$ cat src/rtl/dram_arbiter.sv
// dram_arbiter -- two-requester arbiter for the single-port data RAM
// (lpm_ram_dq: registered address/data/we, unregistered q).
//
// Requester 0 is the CPU data port and requester 1 is the loader/debug port.
// Each grant performs one complete read or write in four cycles
// (IDLE -> ISSUE -> WAIT -> ACK). All outputs are registered.
//
// Ports:
//   clock              system clock, rising edge
//   reset              asynchronous, active-low
//   rX_req             access request, held until rX_ack
//   rX_we              1 = write, 0 = read (stable while rX_req)
//   rX_addr/rX_wdata   address / write data (stable while rX_req)
//   rX_ack             one-cycle completion pulse
//   rX_rdata           read data, valid with rX_ack and held afterwards
//   mem_addr/wdata/we  RAM address, data and write enable
//   mem_rdata          RAM q
//   busy               1 whenever the FSM is not idle
//   grant_id           requester owning the current or last transaction
//
// Build option:
//   DRAM_ARBITER_RR_EN  defined: round-robin on simultaneous requests
//                       undefined: fixed priority, requester 0 wins
module dram_arbiter #(
  parameter int AW = 16,
  parameter int DW = 16
) (
  input  logic          clock,
  input  logic          reset,
  input  logic          r0_req,
  input  logic          r0_we,
  input  logic [AW-1:0] r0_addr,
  input  logic [DW-1:0] r0_wdata,
  output logic          r0_ack,
  output logic [DW-1:0] r0_rdata,
  input  logic          r1_req,
  input  logic          r1_we,
  input  logic [AW-1:0] r1_addr,
  input  logic [DW-1:0] r1_wdata,
  output logic          r1_ack,
  output logic [DW-1:0] r1_rdata,
  output logic [AW-1:0] mem_addr,
  output logic [DW-1:0] mem_wdata,
  output logic          mem_we,
  input  logic [DW-1:0] mem_rdata,
  output logic          busy,
  output logic          grant_id
);

  typedef enum logic [1:0] {
    IDLE  = 2'd0,
    ISSUE = 2'd1,
    WAIT  = 2'd2,
    ACK   = 2'd3
  } state_t;

  state_t state;
  logic   last_grant;
  logic   op_write;
  logic   winner;

  // Winner is only consumed in IDLE when at least one request is present.
  always_comb begin
    winner = 1'b0;
`ifdef DRAM_ARBITER_RR_EN
    if (r0_req && r1_req)
      winner = ~last_grant;
    else
      winner = ~r0_req;
`else
    // History is still tracked in the fixed-priority build but is masked
    // off here so it never steers the selection.
    winner = ~r0_req | (last_grant & 1'b0);
`endif
  end

  always_ff @(posedge clock or negedge reset) begin
    if (!reset) begin
      state      <= IDLE;
      mem_addr   <= '0;
      mem_wdata  <= '0;
      mem_we     <= 1'b0;
      r0_ack     <= 1'b0;
      r1_ack     <= 1'b0;
      r0_rdata   <= '0;
      r1_rdata   <= '0;
      grant_id   <= 1'b0;
      busy       <= 1'b0;
      last_grant <= 1'b1;
      op_write   <= 1'b0;
    end else begin
      case (state)
        IDLE: begin
          if (r0_req || r1_req) begin
            mem_addr   <= winner ? r1_addr  : r0_addr;
            mem_wdata  <= winner ? r1_wdata : r0_wdata;
            mem_we     <= winner ? r1_we    : r0_we;
            op_write   <= winner ? r1_we    : r0_we;
            grant_id   <= winner;
            last_grant <= winner;
            busy       <= 1'b1;
            state      <= ISSUE;
          end else begin
            mem_we <= 1'b0;
          end
        end
        ISSUE: begin
          // RAM registers address/data/we on this edge.
          mem_we <= 1'b0;
          state  <= WAIT;
        end
        WAIT: begin
          // RAM q is unregistered and valid here for reads.
          if (!op_write) begin
            if (grant_id) r1_rdata <= mem_rdata;
            else          r0_rdata <= mem_rdata;
          end
          if (grant_id) r1_ack <= 1'b1;
          else          r0_ack <= 1'b1;
          state <= ACK;
        end
        ACK: begin
          // Requests are deliberately not sampled here: the requester is
          // about to drop its req and must not be re-granted.
          r0_ack <= 1'b0;
          r1_ack <= 1'b0;
          busy   <= 1'b0;
          state  <= IDLE;
        end
        default: state <= IDLE;
      endcase
    end
  end

endmodule

$ cat config.mk
export PLATFORM = sky130hd
export DESIGN_NAME = dram_arbiter
export DESIGN_NICKNAME = d
export VERILOG_FILES = /design/src/rtl/dram_arbiter.sv
export SDC_FILE = /design/constraint.sdc
export NUM_CORES = 1
export LEC_CHECK = 0
export CAP_MARGIN = 10
export CORE_UTILIZATION = 43
export DETAILED_ROUTE_END_ITERATION = 8
export GPL_ROUTABILITY_DRIVEN = 0
export PLACE_DENSITY = 0.88
export SKIP_LAST_GASP = 1
export SYNTH_ARGS = -nofsm -noshare
export SYNTH_HDL_FRONTEND = slang
export SYNTH_SLANG_ARGS = --single-unit
$ cat constraint.sdc
create_clock -name clock -period 4.05 [get_ports clock]
set_clock_uncertainty 0.2 [all_clocks]
set_input_delay 0.81 -clock clock [delete_from_list [all_inputs] [get_ports clock]]
set_output_delay 0.81 -clock clock [all_outputs]
set_load 0.005 [all_outputs]
; ---- Yosys cells after proc, flatten, opt, wreduce, memory -nomap -nowiden
; Cells that the tools add are included.
[totals]
register_bits = 72
in_bits = 86
out_inout_bits = 69
[op_classes]
eq_ne = 6
n_mux = 13
bitwise_logic = 3
n_reduce_logical = 11
[ops]
columns = cell, count
row1 = 16-bit 2-to-1 mux, 2
row2 = 1-bit case mux with 2 select lines, 4
row3 = 2-bit case mux with 4 select lines, 1
row4 = 2-bit AND reduction, 4
row5 = 2-bit inequality test (second input constant), 3
row6 = 3-bit AND reduction, 2
row7 = 2-bit nonzero test, 3
row8 = 1-bit 2-to-1 mux, 5
row9 = 2-bit == test (second input constant), 2
row10 = 1-bit inverter, 3
row11 = 2-bit by 1-bit == test with 1-bit output (second input constant), 1
row12 = 2-bit zero test, 1
row13 = 2-bit 2-to-1 mux, 1
row14 = 1-bit logical OR, 1

; ---- Depth between registers and ports, before layout
; Gate-level depths: netlist of run 1.
[logic_depth]
word_depth = 3
depth_mapped = 7

; ---- Least setup slack after synthesis of run 1
; OpenSTA, ideal clock, no wires.
[synth_path]
kind = input to register
from = input port r0_req
to = register busy
setup_ns = 0.121
arrival_time_ns = 1.618
path_slack_ns = 2.111
cell_stages = 4
path_cell_list = buf_2 -> nor2_1 -> mux2_2 -> a22o_1
[synth_between]
elab_chain_len = 3
[synth_rtl]
columns = item, line
row1 = "start, declared", 30  ; input logic r0_req,
row2 = 1-bit logical OR, 94  ; if (r0_req || r1_req) begin
row3 = 2-bit inequality test (no source line), -
row4 = 2-bit AND reduction (no source line), -
row5 = "end signal, assigned", 88  ; busy <= 1'b0;
row6 = "end signal, assigned", 101  ; busy <= 1'b1;
row7 = "end signal, assigned", 127  ; busy <= 1'b0;
row8 = "end, declared", 46  ; output logic busy,
; Every way passes these cells.
; A chain may end at the register's enable or synchronous reset.

; ---- Final worst setup path of run 1
[layout_path]
from = register grant_id
to = output port grant_id
[layout_lines]
columns = item, line
row1 = "start, declared", 47  ; output logic grant_id
row2 = "start signal, assigned", 99  ; grant_id <= winner;
; No word-level cell between the ends.

==> results of run 1 <==
layout make-up:
cell class	count	area, sq um
clock buffers	11	141
clock inverters	5	56.3
fillers	521	1980
inverters	4	15.0
multi-input cells	155	1240
flip-flops and latches	72	1800
well taps	96	120
repair buffers	157	1550
per-layer routing:
| layer | global-route usage | vias to the layer above | part of all wire |
|---|---|---|---|
| li1 | - | 1155 | - |
| met1 | 0.228 | 1115 | 0.40 |
| met2 | 0.335 | 128 | 0.48 |
| met3 | 0.0815 | 13 | 0.11 |
| met4 | 0.0864 | 0 | 0.019 |
| met5 | 0 | - | 0 |
sequential cells by signal, indices dropped and copies added, names as in the netlist:
| register | count |
|---|---|
| busy | 1 |
| grant_id | 1 |
| mem_addr | 16 |
| mem_wdata | 16 |
| mem_we | 1 |
| op_write | 1 |
| r0_ack | 1 |
| r0_rdata | 16 |
| r1_ack | 1 |
| r1_rdata | 16 |
| state | 2 |
cell families (layout without fill, tap and decap cells):
| kind of cell | after synthesis | after routing | synth area share |
|---|---|---|---|
| flops | 72 | 72 | 0.574 |
| mux | 69 | 69 | 0.246 |
| simple gates | 41 | 41 | 0.0570 |
| compound gates | 40 | 40 | 0.0690 |
| buf+inv | 18 | 177 | 0.0343 |
| fa+ha+maj | 5 | 5 | 0.0199 |
where the power goes:
| group | switching [uW] | total (uW) | leakage, uW | internal, uW |
|---|---|---|---|---|
| combinational | 545 | 1550 | 0.00121 | 1010 |
| sequential | 218 | 1300 | 0.000866 | 1080 |
| clock | 259 | 559 | 0.0000993 | 300 |
| total | 1020 | 3410 | 0.00217 | 2390 |
cell usage in the layout (no fill, tap or decap):
cell type	count
nor3b_4	1
nand3b_2	1
dfrtp_1	72
clkbuf_1	1
inv_1	4
o21ai_0	35
bufinv_16	1
o22ai_1	1
o21ai_4	1
a22o_1	3
mux2_2	25
clkinvlp_4	1
nor2b_1	1
clkinv_4	1
clkbuf_8	10
mux2i_1	34
nand2_1	36
buf_2	2
ha_1	5
nor2_1	2
clkinv_2	2
buf_4	3
mux2_4	10
clkdlybuf4s50_1	152
metrics by stage:
step                instance area [sq um]  total power [uW]  utilization  std cells  hold WS (ns)
floorplan                            3140              1960            -        245         0.271
CTS                                  4930              3450        0.713        500         0.285
finish                               4930              3410        0.713        500         0.279
global route                         4930              3630        0.713        500         0.317
global placement                     4730              2800        0.685        484         0.261
detailed placement                   4730              2880        0.685        484         0.269
worst paths after layout:
path / endpoint / slack [ns] / cells after the start
max in group asynchronous: mem_addr[8] / 2.38 / 2
min in group asynchronous: r0_ack / 0.30 / 1
worst max-delay path: grant_id / 1.61 / 1
worst max register to register: r0_rdata[13] / 1.61 / 4
worst min-delay path: mem_wdata[12] / 0.28 / 2
worst min register to register: mem_wdata[12] / 0.28 / 2
tightest hold or removal path, stage by stage, from the launching register on:
cell	delay, ns
dfrtp_1	0.34
nand2_1	0.04
o21ai_0	0.06
==> Flow_metrics.wiki, run 1 <==
{| class="wikitable"
! Metric !! Value
|-
| Die footprint || 7650 sq um
|-
| Synth Cell Area || 3140 sq um
|-
| Clock network latency to the later pin of the worst-skew pair || 0.34 ns
|-
| Via density || 4.82
|-
| Async SR Flop Fraction || 1.00
|-
| Iteration-0 DRC count of the detailed router || 56
|-
| Number of routed nets with antenna violations || 0
|-
| Die height || 87.4 um
|-
| Biggest fanout along the worst timing path || 7
|-
| Wire length of the first global-routing pass || 11400 um
|-
| Number of buffer and inverter stages on the critical path || 1
|-
| Post-synthesis cell type with the largest combined area || dfrtp_1
|-
| Clock tree buffer depth || 2
|-
| Startpoint of the worst register-to-register path || state[0]
|-
| Clock transition at path regs || 0.07 ns
|-
| Crit path cell chain || clkdlybuf4s50_1
|-
| Leakage dissipation || 0.00217 uW
|-
| Worst supply voltage drop on vdd || 0.318 mV
|-
| Number of global-route vias before repair || 2454
|-
| Count of vias placed by the detailed router || 2411
|-
| Post-cts sizing count || 0
|-
| Global Route Usage Sum || 0.201
|-
| Synth area leaders || dfrtp_1, mux2i_1, mux2_2
|-
| CTS tree || yes
|-
| Final wirelength || 7450 um
|-
| Boundary Pins || 155
|-
| Hold path start || mem_wdata[12]
|-
| Number of hold violations in the final report || 0
|-
| Worst path required time || 3.04 ns
|-
| Total half-perimeter wirelength after legalization and detailed placement || 5750 um
|-
| Sum of negative setup slack || 0 ns
|-
| Launching element type of the critical path || flip-flop
|-
| Mean post-synth cell area || 12.8 sq um
|-
| Proportion of netlist area held by the largest area contributor || 0.574
|-
| Starting density of the core || 0.455
|-
| Fraction of layout instances using a drive strength above 1 || 0.144
|-
| Hold-fix buffer count after cts || 0
|-
| Number of H-tree branching levels || 3
|-
| Number of nets in the layout || 490
|-
| Number of buffers created by CTS || 9
|-
| Maximum clock frequency || 0.409 GHz
|-
| Maximum capacitance violations || 0
|-
| Crit path DAT || 1.43 ns
|-
| Count of unresolved DRC violations after routing || 0
|-
| Period utilisation layout || 0.604
|-
| Final period demand of the worst path || 2.44 ns
|-
| Slowest cell delay on critical path || 0.58 ns
|-
| Category of cells accounting for the largest share of critical-path delay || buffers and inverters
|-
| Final worst slack || 1.61 ns
|-
| Share of synthesized area occupied by flip-flops and latches || 0.574
|-
| Pin slew with the least headroom to its limit || 1.03 ns
|-
| DP Worst Slack || 1.32 ns
|-
| Count of buffers inserted at the top-level ports || 154
|-
| Setup crit end kind || output port
|-
| RSZ-0062 raised after global routing || false
|-
| Die span in x || 87.4 um
|-
| Synthesized flop and latch total || 72
|-
| Worst rel slew slack || 0.314
|-
| Number of diodes added for antenna fixing || 0
|-
| Pwr/cell area || 692 nW/um^2
|-
| Synth Instances || 245
|-
| Cell variety after synth || 20
|-
| Yosys Warn Count || 0
|-
| Setup crit start || grant_id
|-
| Master of the slowest instance on the critical path || clkdlybuf4s50_1
|-
| Initial antenna violation count || 0
|-
| Total iterations of the first detailed-routing run || 5
|-
| Final slew viol count || 0
|-
| GRT Residual Overflow || 0
|-
| Outcome || finished, final reports clean
|-
| Ys flop type || dfrtp_1
|-
| Clk root buf || clkbuf_8
|-
| CTS sink count || 72
|-
| Critical path class || reg -> out
|-
| Most instantiated library cell after synthesis || dfrtp_1
|-
| Count of final setup violators || 0
|-
| Post-synth top cells || dfrtp_1, nand2_1, o21ai_0
|-
| Largest net degree at the start of global routing || 47
|-
| Area added between synthesis and finish || 56.9%
|-
| Net count after synthesis || 336
|-
| Number of flops mapped to enable cells by yosys || 0
|-
| Path type of the worst min-delay path || reg -> reg
|-
| Number of setup buffers added after CTS || 0
|-
| Routed wire per std cell || 14.9 um
|-
| Core ar. || 6910 sq um
|-
| Floorplan row count || 30
|}
Note: power is estimated with default switching activity, not from simulation.
==> run 2, diff against run 1 <==
Settings changed: CORE_UTILIZATION 43 to 40, PLACE_DENSITY 0.88 to 0.83.
Clock period 4.05 ns to 2.55 ns, I/O delays scaled along.
==> run 2 against run 1 <==
- wire length down 5.3%
- critical endpoint unchanged
- worst setup slack worse by 1.2 ns
- final area up 2.4%
- hold slack about the same
- critical path depth unchanged
- register-to-register slack worse by 1.0 ns
- global-route usage down 1.6 points
- highest routed layer unchanged
- final cell count up 1.0%
==> Flow_metrics.wiki, run 2 (synthesized netlist as in run 1, its figures left out) <==
{| class="wikitable"
! Metric !! Value
|-
| Outcome || finished, final reports clean
|-
| Pin slew with the least headroom to its limit || 0.474 ns
|-
| Post-cts sizing count || 0
|-
| Die height || 90.6 um
|-
| Initial antenna violation count || 0
|-
| Crit path DAT || 1.42 ns
|-
| Wire length of the first global-routing pass || 11900 um
|-
| Final wirelength || 7050 um
|-
| Total half-perimeter wirelength after legalization and detailed placement || 5240 um
|-
| Worst rel slew slack || 0.682
|-
| Number of routed nets with antenna violations || 0
|-
| Iteration-0 DRC count of the detailed router || 34
|-
| Setup crit start || grant_id
|-
| Number of setup buffers added after CTS || 0
|-
| Category of cells accounting for the largest share of critical-path delay || buffers and inverters
|-
| Floorplan row count || 31
|-
| Clock transition at path regs || 0.07 ns
|-
| Boundary Pins || 155
|-
| Path type of the worst min-delay path || reg -> reg
|-
| Sum of negative setup slack || 0 ns
|-
| Die footprint || 8210 sq um
|-
| Top library cells by usage in the layout, fill and taps aside || clkdlybuf4s50_1, dfrtp_1, nand2_1
|-
| Number of global-route vias before repair || 2465
|-
| CTS sink count || 72
|-
| Core ar. || 7410 sq um
|-
| Hold path start || mem_addr[10]
|-
| Total iterations of the first detailed-routing run || 4
|-
| CTS tree || yes
|-
| Pwr/cell area || 1120 nW/um^2
|-
| Starting density of the core || 0.424
|-
| Period utilisation layout || 0.836
|-
| Area post-placement || 4780 sq um
|-
| RSZ-0062 raised after global routing || false
|-
| Die span in x || 90.6 um
|-
| Global Route Usage Sum || 0.185
|-
| Area of all placed cells without fillers || 5040 sq um
|-
| Count of unresolved DRC violations after routing || 0
|-
| Count of vias placed by the detailed router || 2382
|-
| Largest net degree at the start of global routing || 73
|-
| Count of filler cells inserted in the layout || 556
|-
| Critical path class || reg -> out
|-
| Count of buffers inserted at the top-level ports || 154
|-
| Startpoint of the worst register-to-register path || state[0]
|-
| Final period demand of the worst path || 2.13 ns
|-
| Clk root buf || clkbuf_8
|-
| GRT Residual Overflow || 0
|-
| Number of diodes added for antenna fixing || 0
|-
| Count of final setup violators || 0
|-
| Clock network latency to the later pin of the worst-skew pair || 0.34 ns
|-
| Master of the slowest instance on the critical path || clkdlybuf4s50_1
|-
| Maximum capacitance violations || 0
|-
| Area added between synthesis and finish || 60.6%
|-
| Worst path required time || 1.84 ns
|-
| Number of buffer and inverter stages on the critical path || 1
|-
| Crit path cell chain || clkdlybuf4s50_1
|-
| Number of hold violations in the final report || 0
|-
| Biggest fanout along the worst timing path || 7
|-
| Via density || 4.72
|-
| Number of buffers created by CTS || 9
|-
| Register area || 1800 sq um
|-
| Multi-input gate area in the final layout || 1240 sq um
|-
| Leakage dissipation || 0.00222 uW
|-
| Setup crit end kind || output port
|-
| Number of H-tree branching levels || 3
|-
| Number of nets in the layout || 492
|-
| Launching element type of the critical path || flip-flop
|-
| Slowest cell delay on critical path || 0.59 ns
|-
| Clock tree buffer depth || 2
|-
| Hold-fix buffer count after cts || 1
|-
| Final slew viol count || 0
|-
| Worst supply voltage drop on vdd || 0.375 mV
|-
| Fraction of layout instances using a drive strength above 1 || 0.148
|-
| Routed wire per std cell || 14.0 um
|-
| Most common cell after layout, fill and taps aside || clkdlybuf4s50_1
|-
| Maximum clock frequency || 0.469 GHz
|}
[run 2: final cells by class]
class / count / share of cell area
Sequential cell: 72 / 0.357
Timing Repair Buffer: 159 / 0.320
Multi-Input combinational cell: 155 / 0.245
Clock buffer: 10 / 0.0273
Tap cell: 99 / 0.0246
Clock inverter: 6 / 0.0228
Inverter: 4 / 0.00298
[run 2: path summary, 6_finish.rpt]
kind                                end  slack [ns]  depth (start not counted)
max                            grant_id        0.42                          1
max reg2reg                r0_rdata[12]        0.56                          5
min in group asynchronous   r1_rdata[0]        0.52                          3
min reg2reg                mem_addr[10]        0.28                          2
max in group asynchronous  r1_rdata[10]        1.34                          3
min                        mem_addr[10]        0.28                          2
[run 2: per-stage QoR]
| step | utilization | instances | power (uW) | worst slack, ns | hold WS, ns |
|---|---|---|---|---|---|
| after floorplan | - | 245 | 3110 | 0.649 | 0.0144 |
| after global placement | 0.645 | 488 | 4460 | 0.599 | 0.260 |
| after detailed placement | 0.645 | 488 | 4560 | 0.550 | 0.269 |
| after CTS | 0.681 | 505 | 5700 | 0.403 | 0.286 |
| after global routing | 0.681 | 505 | 6020 | 0.340 | 0.322 |
| final | 0.681 | 505 | 5630 | 0.419 | 0.279 |
[run 2: worst min-delay path: stages, from the launching register on]
cell and delay (ns):
dfrtp_1 0.34, nand2_1 0.04, o21ai_0 0.06
[run 2: routing by layer]
| layer | up-vias | share of wire | routed length [um] | GRT usage |
|---|---|---|---|---|
| met2 | 118 | 0.48 | 3370 | 0.309 |
| met1 | 1097 | 0.43 | 3040 | 0.227 |
| li1 | 1158 | - | - | - |
| met3 | 9 | 0.077 | 546 | 0.0513 |
| met5 | - | 0 | 0 | 0 |
| met4 | 0 | 0.013 | 93 | 0.0685 |
[run 2: report_power, final]
| group | internal (uW) | total (uW) | switching, uW | leakage [uW] |
|---|---|---|---|---|
| clock network | 682 | 1110 | 430 | 0.000123 |
| registers | 1720 | 2050 | 334 | 0.000866 |
| logic | 1620 | 2470 | 846 | 0.00123 |
| total | 4020 | 5630 | 1610 | 0.00222 |
